File: config.mk
export PLATFORM = sky130hd
export DESIGN_NAME = mul_arbiter
export DESIGN_NICKNAME = d
export VERILOG_FILES = /design/src/rtl/mul_arb_pkg.sv /design/src/rtl/rr_arbiter.sv /design/src/rtl/mul_arbiter.sv
export SDC_FILE = /design/constraint.sdc
export NUM_CORES = 1
export LEC_CHECK = 0
export ABC_AREA = 1
export ABC_CLOCK_PERIOD_IN_PS = 1300
export BUFFER_PORTS_ARGS = -buffer_cell sky130_fd_sc_hd__clkbuf_2
export CORE_MARGIN = 2
export CORE_UTILIZATION = 41
export CTS_BUF_LIST = sky130_fd_sc_hd__clkbuf_4
export DETAILED_ROUTE_END_ITERATION = 8
export PLACE_DENSITY = 0.85
export RECOVER_POWER = 50
export SLEW_MARGIN = 5
export SYNTH_ARGS = -nofsm -noshare
export SYNTH_HDL_FRONTEND = slang
export SYNTH_HIERARCHICAL = 1
export SYNTH_SLANG_ARGS = --single-unit
File: constraint.sdc
create_clock -name clk -period 1.3 [get_ports clk]
set_input_delay 0.065 -clock clk [delete_from_list [all_inputs] [get_ports clk]]
set_output_delay 0.065 -clock clk [all_outputs]
set_load 0.02 [all_outputs]
File: src/rtl/mul_arb_pkg.sv
`default_nettype none
// +----------------------------------------------------------------------+
// | mul_arb_pkg                                                          |
// | Shared types and helpers for the multiplier arbiter.                 |
// | Revision: 1.0                                                        |
// +----------------------------------------------------------------------+
package mul_arb_pkg;

  typedef enum logic [1:0] {
    IDLE  = 2'd0,
    LOAD  = 2'd1,
    DRAIN = 2'd2
  } state_t;

  function automatic int idx_w(input int nreq);
    return (nreq > 1) ? $clog2(nreq) : 1;
  endfunction

endpackage
`default_nettype wire

File: src/rtl/rr_arbiter.sv
`default_nettype none
// +----------------------------------------------------------------------+
// | rr_arbiter                                                           |
// | Combinational round-robin pick: first request at or after ptr.       |
// | Revision: 1.0                                                        |
// +----------------------------------------------------------------------+
module rr_arbiter
  import mul_arb_pkg::*;
#(
  parameter int NREQ = 2,
  parameter int IW   = idx_w(NREQ)
) (
  input  logic [NREQ-1:0] req,
  input  logic [IW-1:0]   ptr,
  output logic [NREQ-1:0] gnt,
  output logic [IW-1:0]   gnt_idx
);

  int cand;

  // Scan from the farthest offset down so the nearest request wins.
  always_comb begin
    gnt     = '0;
    gnt_idx = '0;
    cand    = 0;
    for (int off = NREQ - 1; off >= 0; off--) begin
      cand = (int'(ptr) + off) % NREQ;
      if (req[IW'(cand)]) begin
        gnt             = '0;
        gnt[IW'(cand)]  = 1'b1;
        gnt_idx         = IW'(cand);
      end
    end
  end

endmodule
`default_nettype wire

File: src/rtl/mul_arbiter.sv
`default_nettype none
// +----------------------------------------------------------------------+
// | mul_arbiter                                                          |
// | Round-robin sharing of one negacyclic multiplier between requesters. |
// | Optional macro MUL_ARB_ERR_EN adds a sticky framing-error output.    |
// | Revision: 1.0                                                        |
// +----------------------------------------------------------------------+
module mul_arbiter
  import mul_arb_pkg::*;
#(
  parameter int NREQ = 2,
  parameter int N    = 4,
  parameter int QW   = 5,
  parameter int UW   = 1
) (
  input  logic               clk,
  input  logic               a_rst,
  input  logic [NREQ-1:0]    req_p_vld,
  output logic [NREQ-1:0]    req_p_rdy,
  input  logic [NREQ*QW-1:0] req_p,
  input  logic [NREQ-1:0]    req_p_last,
  input  logic [NREQ-1:0]    req_u_vld,
  output logic [NREQ-1:0]    req_u_rdy,
  input  logic [NREQ*UW-1:0] req_u,
  input  logic [NREQ-1:0]    req_u_last,
  output logic               m_p_vld,
  input  logic               m_p_rdy,
  output logic [QW-1:0]      m_p,
  output logic               m_p_last,
  output logic               m_u_vld,
  input  logic               m_u_rdy,
  output logic [UW-1:0]      m_u,
  output logic               m_u_last,
  input  logic               m_z_vld,
  input  logic [QW-1:0]      m_z,
  input  logic               m_z_last,
  output logic [NREQ-1:0]    res_vld,
  output logic [QW-1:0]      res_z,
  output logic               res_last,
  output logic               busy
`ifdef MUL_ARB_ERR_EN
  ,
  output logic               err
`endif
);

  localparam int c_iw = idx_w(NREQ);
  localparam int c_cw = (N > 1) ? $clog2(N) : 1;
  localparam logic [c_cw-1:0] c_last_beat = c_cw'(N - 1);
  localparam logic [c_iw-1:0] c_last_req  = c_iw'(NREQ - 1);

  state_t            state_q, state_d;
  logic [c_iw-1:0]   rr_q, rr_d;
  logic [c_iw-1:0]   owner_q, owner_d;
  logic [c_cw-1:0]   cnt_q, cnt_d;
  logic [NREQ-1:0]   res_vld_q, res_vld_d;
  logic [QW-1:0]     res_z_q, res_z_d;
  logic              res_last_q, res_last_d;

  logic [NREQ-1:0]   w_req;
  logic [NREQ-1:0]   w_gnt;
  logic [c_iw-1:0]   w_gnt_idx;
  logic              w_beat;
  logic              w_any_last;

  assign w_req = req_p_vld & req_u_vld;

  rr_arbiter #(
    .NREQ (NREQ),
    .IW   (c_iw)
  ) u_rr (
    .req     (w_req),
    .ptr     (rr_q),
    .gnt     (w_gnt),
    .gnt_idx (w_gnt_idx)
  );

  always_comb begin
    state_d    = state_q;
    rr_d       = rr_q;
    owner_d    = owner_q;
    cnt_d      = cnt_q;
    res_vld_d  = '0;
    res_z_d    = res_z_q;
    res_last_d = 1'b0;
    req_p_rdy  = '0;
    req_u_rdy  = '0;
    m_p_vld    = 1'b0;
    m_p        = '0;
    m_p_last   = 1'b0;
    m_u_vld    = 1'b0;
    m_u        = '0;
    m_u_last   = 1'b0;
    w_beat     = 1'b0;
    w_any_last = 1'b0;
    unique case (state_q)
      IDLE: begin
        if (|w_gnt) begin
          owner_d = w_gnt_idx;
          state_d = LOAD;
        end
      end
      LOAD: begin
        m_p_vld            = req_p_vld[owner_q];
        m_p                = req_p[int'(owner_q)*QW +: QW];
        m_p_last           = req_p_last[owner_q];
        m_u_vld            = req_u_vld[owner_q];
        m_u                = req_u[int'(owner_q)*UW +: UW];
        m_u_last           = req_u_last[owner_q];
        req_p_rdy[owner_q] = m_p_rdy;
        req_u_rdy[owner_q] = m_u_rdy;
        w_beat             = m_p_vld & m_u_vld & m_p_rdy & m_u_rdy;
        w_any_last         = m_p_last | m_u_last;
        if (w_beat) begin
          if (w_any_last) begin
            cnt_d   = '0;
            state_d = DRAIN;
          end else begin
            cnt_d = cnt_q + 1'b1;
          end
        end
      end
      DRAIN: begin
        if (m_z_vld) begin
          res_vld_d[owner_q] = 1'b1;
          res_z_d            = m_z;
          res_last_d         = m_z_last;
          if (m_z_last) begin
            state_d = IDLE;
            rr_d    = (owner_q == c_last_req) ? '0 : owner_q + 1'b1;
          end
        end
      end
      default: state_d = IDLE;
    endcase
  end

  always_ff @(posedge clk or posedge a_rst) begin
    if (a_rst) begin
      state_q    <= IDLE;
      rr_q       <= '0;
      owner_q    <= '0;
      cnt_q      <= '0;
      res_vld_q  <= '0;
      res_z_q    <= '0;
      res_last_q <= 1'b0;
    end else begin
      state_q    <= state_d;
      rr_q       <= rr_d;
      owner_q    <= owner_d;
      cnt_q      <= cnt_d;
      res_vld_q  <= res_vld_d;
      res_z_q    <= res_z_d;
      res_last_q <= res_last_d;
    end
  end

  assign res_vld  = res_vld_q;
  assign res_z    = res_z_q;
  assign res_last = res_last_q;
  // Stays high through the cycle that presents the final coefficient.
  assign busy     = (state_q != IDLE) | res_last_q;

`ifdef MUL_ARB_ERR_EN
  logic err_q, err_d;

  always_comb begin
    err_d = err_q;
    if (w_beat) begin
      if (w_any_last && (cnt_q != c_last_beat)) err_d = 1'b1;
      if (m_p_last != m_u_last)                 err_d = 1'b1;
      if (!w_any_last && (cnt_q == c_last_beat)) err_d = 1'b1;
    end
  end

  always_ff @(posedge clk or posedge a_rst) begin
    if (a_rst) err_q <= 1'b0;
    else       err_q <= err_d;
  end

  assign err = err_q;
`endif

endmodule
`default_nettype wire

# Yosys cells after proc, flatten, opt, wreduce, memory -nomap -nowiden
# Cells that the tools add are included.
# Widths: inputs -> output; s select.
[word_totals]
reg_bits = 12
inputBits = 31
out_inout_bits = 23
word_cells = 83
[op_classes]
add_sub_neg = 2
multipliers = 1
n_lt_le_gt_ge = 6
eq_ne = 7
n_shift = 2
mux = 41
bitwise_logic = 8
reduce_logical = 10
[ops]
columns = ["cell", "count"]
rows = [
  ["$mux 1", 25],
  ["$mux 2", 11],
  ["$ne 2x2->1 const B", 5],
  ["$shiftx 10x5->5", 1],
  ["$lt 1x3->1 const B", 2],
  ["$pmux 2 s3", 1],
  ["$mux 5", 1],
  ["$reduce_and 5->1", 1],
  ["$and 1x1->1", 4],
  ["$and 2x2->2", 2],
  ["$mul 1x3->4 const B", 1],
  ["$reduce_and 2->1", 2],
  ["$demux 1 s1", 3],
  ["$ge 1x1->1 const B", 3],
  ["$logic_and 1x1->1", 3],
  ["$reduce_and 3->1", 1],
  ["$add 1x1->1 const B", 2],
  ["$eq 2x1->1 const B", 1],
  ["$eq 2x2->1 const B", 1],
  ["$logic_not 2->1", 1],
  ["$lt 1x2->1 const B", 1],
  ["$or 1x1->1", 2],
  ["$reduce_bool 2->1", 1],
  ["$reduce_or 2->1", 1],
  ["$shiftx 2x2->1", 1],
]

# Logic depth before layout (Yosys ltp)
[depth]
depth_word = 10
mapped_depth = 10
mapped_depth_nobuf = 10

# Hierarchy
# The synthesis kept the hierarchy.
[modules_own_cells]
columns = ["mod", "instances", "cells_each", "area_each_um2", "seq_area_each_um2"]
rows = [
  ["mul_arbiter", 1, 112, 714.4, 300.3],
  ["rr_arbiter", 1, 6, 28.8, 0.0],
]

# Least setup slack after synthesis
# No wires, ideal clock.
[synth_path]
path_type = "reg2out"
from = "register owner_q"
to = "output req_p_rdy[1]"
arrival_ns = 1.141
required_ns = 1.235
path_slack_ns = 0.094
stages_incl_launch_ff = 4
cell_sequence = "dfrtp_1 -> inv_2 -> buf_2 -> nor3_1"
[synth_between]
elab_chain_cells = 6
elab_cells_between_ends = 7
cone_classes = "order compare: 2; mux: 3; bitwise: 1; reduce/logical: 1"
[synth_rtl]
columns = ["item", "line_no", "source"]
rows = [
  ["start: declaration", "mul_arbiter.sv:54", "logic [c_iw-1:0] owner_q, owner_d;"],
  ["start signal: assignment", "mul_arbiter.sv:150", "owner_q <= owner_d;"],
  ["$lt 1x2->1 (not written as such) or $ge 1x1->1 (tied branches)", "mul_arbiter.sv:110", "req_p_rdy[owner_q] = m_p_rdy;"],
  ["$logic_and 1x1->1 (not written as such)", "mul_arbiter.sv:110", ""],
  ["$mux 1 (not written as such)", "mul_arbiter.sv:110", ""],
  ["$demux 1 s1 *", "mul_arbiter.sv:110", ""],
  ["$and 2x2->2 (no line) *", "n/a", ""],
  ["$mux 2 *", "mul_arbiter.sv:96", "unique case (state_q)"],
  ["end: declaration", "mul_arbiter.sv:19", "output logic [NREQ-1:0] req_p_rdy,"],
]
# Mark *: on every way between the ends. The rest lies on a longest branch, timed or not.

# Worst setup path after layout
[layout_path]
from = "register owner_q"
to = "output m_p[2]"
[layout_between]
elab_chain_cells = 3
[layout_rtl]
columns = ["item", "line_no", "source"]
rows = [
  ["$mul 1x3->4", "mul_arbiter.sv:105", "m_p = req_p[int'(owner_q)*QW +: QW];"],
  ["$shiftx 10x5->5", "mul_arbiter.sv:105", ""],
  ["$mux 5", "mul_arbiter.sv:96", ""],
  ["end: declaration", "mul_arbiter.sv:28", "output logic [QW-1:0] m_p,"],
]
# No other way between the ends.

==> impl_metrics.py <==
metrics = {
    "grt": {
        "grt.overflow.total": 0,
        "grt_antenna_before_repair": 0,
        "grt_max_degree": 15,
        "first_global_vias": 848,
        "grt_pass1_wl_um": 3260,
        "grt.total_usage_pct": 21.4,
    },
    "setup_path": {
        "crit_family": "flip-flops",
        "worstPathArrival_ps": 1310,
        "r2r_slack_ps": 60,
        "critPathBufInv": 3,
        "end_kind": "primary output",
        "crit_chain": "inv_4, buf_6, nand2_2, a21oi_2, buf_4",
        "reg2reg_from": "owner_q",
        "r2r-end": "state_q[0]",
        "reg2reg_depth": 8,
        "critPathMaxFanout": 6,
        "worstPathRequired_ps": 1240,
        "worstSetupPathType": "register to primary output",
        "max_stage_delay_ps": 450,
        "cp-start-kind": "register",
        "crit_slowest_cell": "dfrtp_2",
        "crit_start": "owner_q",
    },
    "job": {
        "drv_cap": 0,
    },
    "floorplan": {
        "dieArea_um2": 2150,
        "ios": 54,
        "rows": 15,
        "die_w_um": 46.4,
        "die_h_um": 46.4,
        "core_um2": 1710,
        "start_util_pct": 43.1,
    },
    "sta": {
        "finalCriticalPeriod_ps": 1380,
        "setup_viol": 10,
        "setup_slack_ps": -77.2,
        "skew_ps": 4.01,
        "timing.fmax_ghz": 0.726,
        "rsz0062_at_grt": "yes",
        "hold_violations": 0,
        "drv_slew": 0,
        "period_share_pct": 106,
    },
    "route": {
        "ant_nets": 0,
        "finalWirelength_um": 2610,
        "drt_iter0_markers": 26,
        "vias_per_cell": 4.74,
        "drc": 0,
        "routedWlPerCell_um": 12.4,
        "drtPass1Iterations": 4,
        "vias": 1000,
    },
    "status": {
        "violations": "setup timing",
        "status": "finished, violations left",
    },
    "placed_design": {
        "dp_cells": 192,
        "placedInstanceArea_um2": 1020,
        "io_buffers": 53,
        "post-dp-hpwl_um": 1560,
        "place_congestion": 0.810,
    },
    "min_path": {
        "whs_path_depth": 3,
        "holdCritPathClass": "input pin to register",
        "hp-start": "m_z[2]",
        "min_to": "res_z[2]",
    },
    "clock_network": {
        "cts_tree": "built",
        "cts_buffers": 3,
        "cts_sinks": 12,
        "htreeDepth": 1,
        "cts_root_buf": "clkbuf_4",
        "clockBufferDepth": 2,
        "cts.clk_slew.worst_paths_ps": 80,
        "clock_latency_ps": 280,
    },
    "finish": {
        "nNetsFinal": 218,
        "fin_area_um2": 1340,
        "mostFrequentLayoutCells": "nand2_1 (41), clkbuf_2 (36), buf_4 (19)",
        "drive_gt1_share_pct": 51.6,
        "fin_cells": 211,
        "areaGrowthSynthToFinish_pct": 82.0,
        "layout_commonest_cell": "nand2_1",
        "diodes": 0,
    },
    "power_and_ir_drop": {
        "power_mw": 2.97,
        "peakVddDrop_mv": 1.18,
        "leakage_nw": 0.769,
        "p_per_area_nw_per_um2": 2220,
    },
    "logic_synthesis": {
        "yosysWarningCount": 6,
        "syn_inst": 116,
        "netlist_area_um2": 736,
        "syn_avg_cell_area_um2": 6.34,
        "syn_nets": 147,
    },
}
==> metrics by stage <==
step	hold WS [ps]	utilization, %	setup TNS, ps	worst slack, ps
6_report	4.51	78.4	-337	-77.2
5_1_grt	29.4	78.4	-1210	-155
4_1_cts	6.08	75.0	-394	-46.3
3_5_place_dp	72.0	60.0	0	133
3_3_place_gp	65.2	60.0	0	183
2_1_floorplan	-70.3	-	0	93.6
==> per-layer routing <==
| layer | up-vias | wire (um) | GRT usage (%) | share of wire [%] |
|---|---|---|---|---|
| met1 | 440 | 1040 | 21.9 | 40 |
| met2 | 62 | 1290 | 41.4 | 49 |
| met4 | 0 | 53 | 8.57 | 2.0 |
| li1 | 491 | - | - | - |
| met5 | - | 0 | 0 | 0 |
| met3 | 7 | 231 | 3.92 | 8.9 |
==> how the worst max path moves through the flow <==
stage | slack, ps | cells after the start | endpoint
final | -80 | 5 | m_p[2]
after global routing | -150 | 5 | m_p[2]
after CTS | -50 | 5 | m_p[1]
after detailed placement | 130 | 5 | state_q[1]
after global placement | 180 | 7 | state_q[0]
after floorplan | 90 | 3 | req_p_rdy[1]
==> layout make-up <==
type | count | area [um^2]
clock buffers | 3 | 22.5
clock inverters | 1 | 3.75
fillers | 108 | 369
inverters | 17 | 71.3
multi-input cells | 83 | 444
flip-flops and latches | 12 | 302
well taps | 25 | 31.3
repair buffers | 70 | 464
==> power by group <==
group | switching (mW) | internal (mW)
combinational | 1.20 | 0.928
sequential | 0.0999 | 0.501
clock | 0.127 | 0.111
total | 1.43 | 1.54
==> tightest hold or removal path: cells and delay by family <==
family / cells / cell delay [ps]
AND/OR/NAND/NOR: 2 / 110
buffers and inverters: 1 / 80
==> what timing repair did <==
item	in CTS	in global routing
cloned	1	0
gates resized for setup	38	27
pin swaps	5	7
hold buffers	4	0
endpoints found under the setup margin	14	17
endpoints found under the hold margin	15	0
setup buffers	9	1
==> state kept, by name, indices dropped and copies added, names as in the netlist <==
signal    count
res_vld       2
res_last      1
res_z         5
rr_q          1
owner_q       1
state_q       2
No activity file was read; power rests on OpenSTA's default activity.
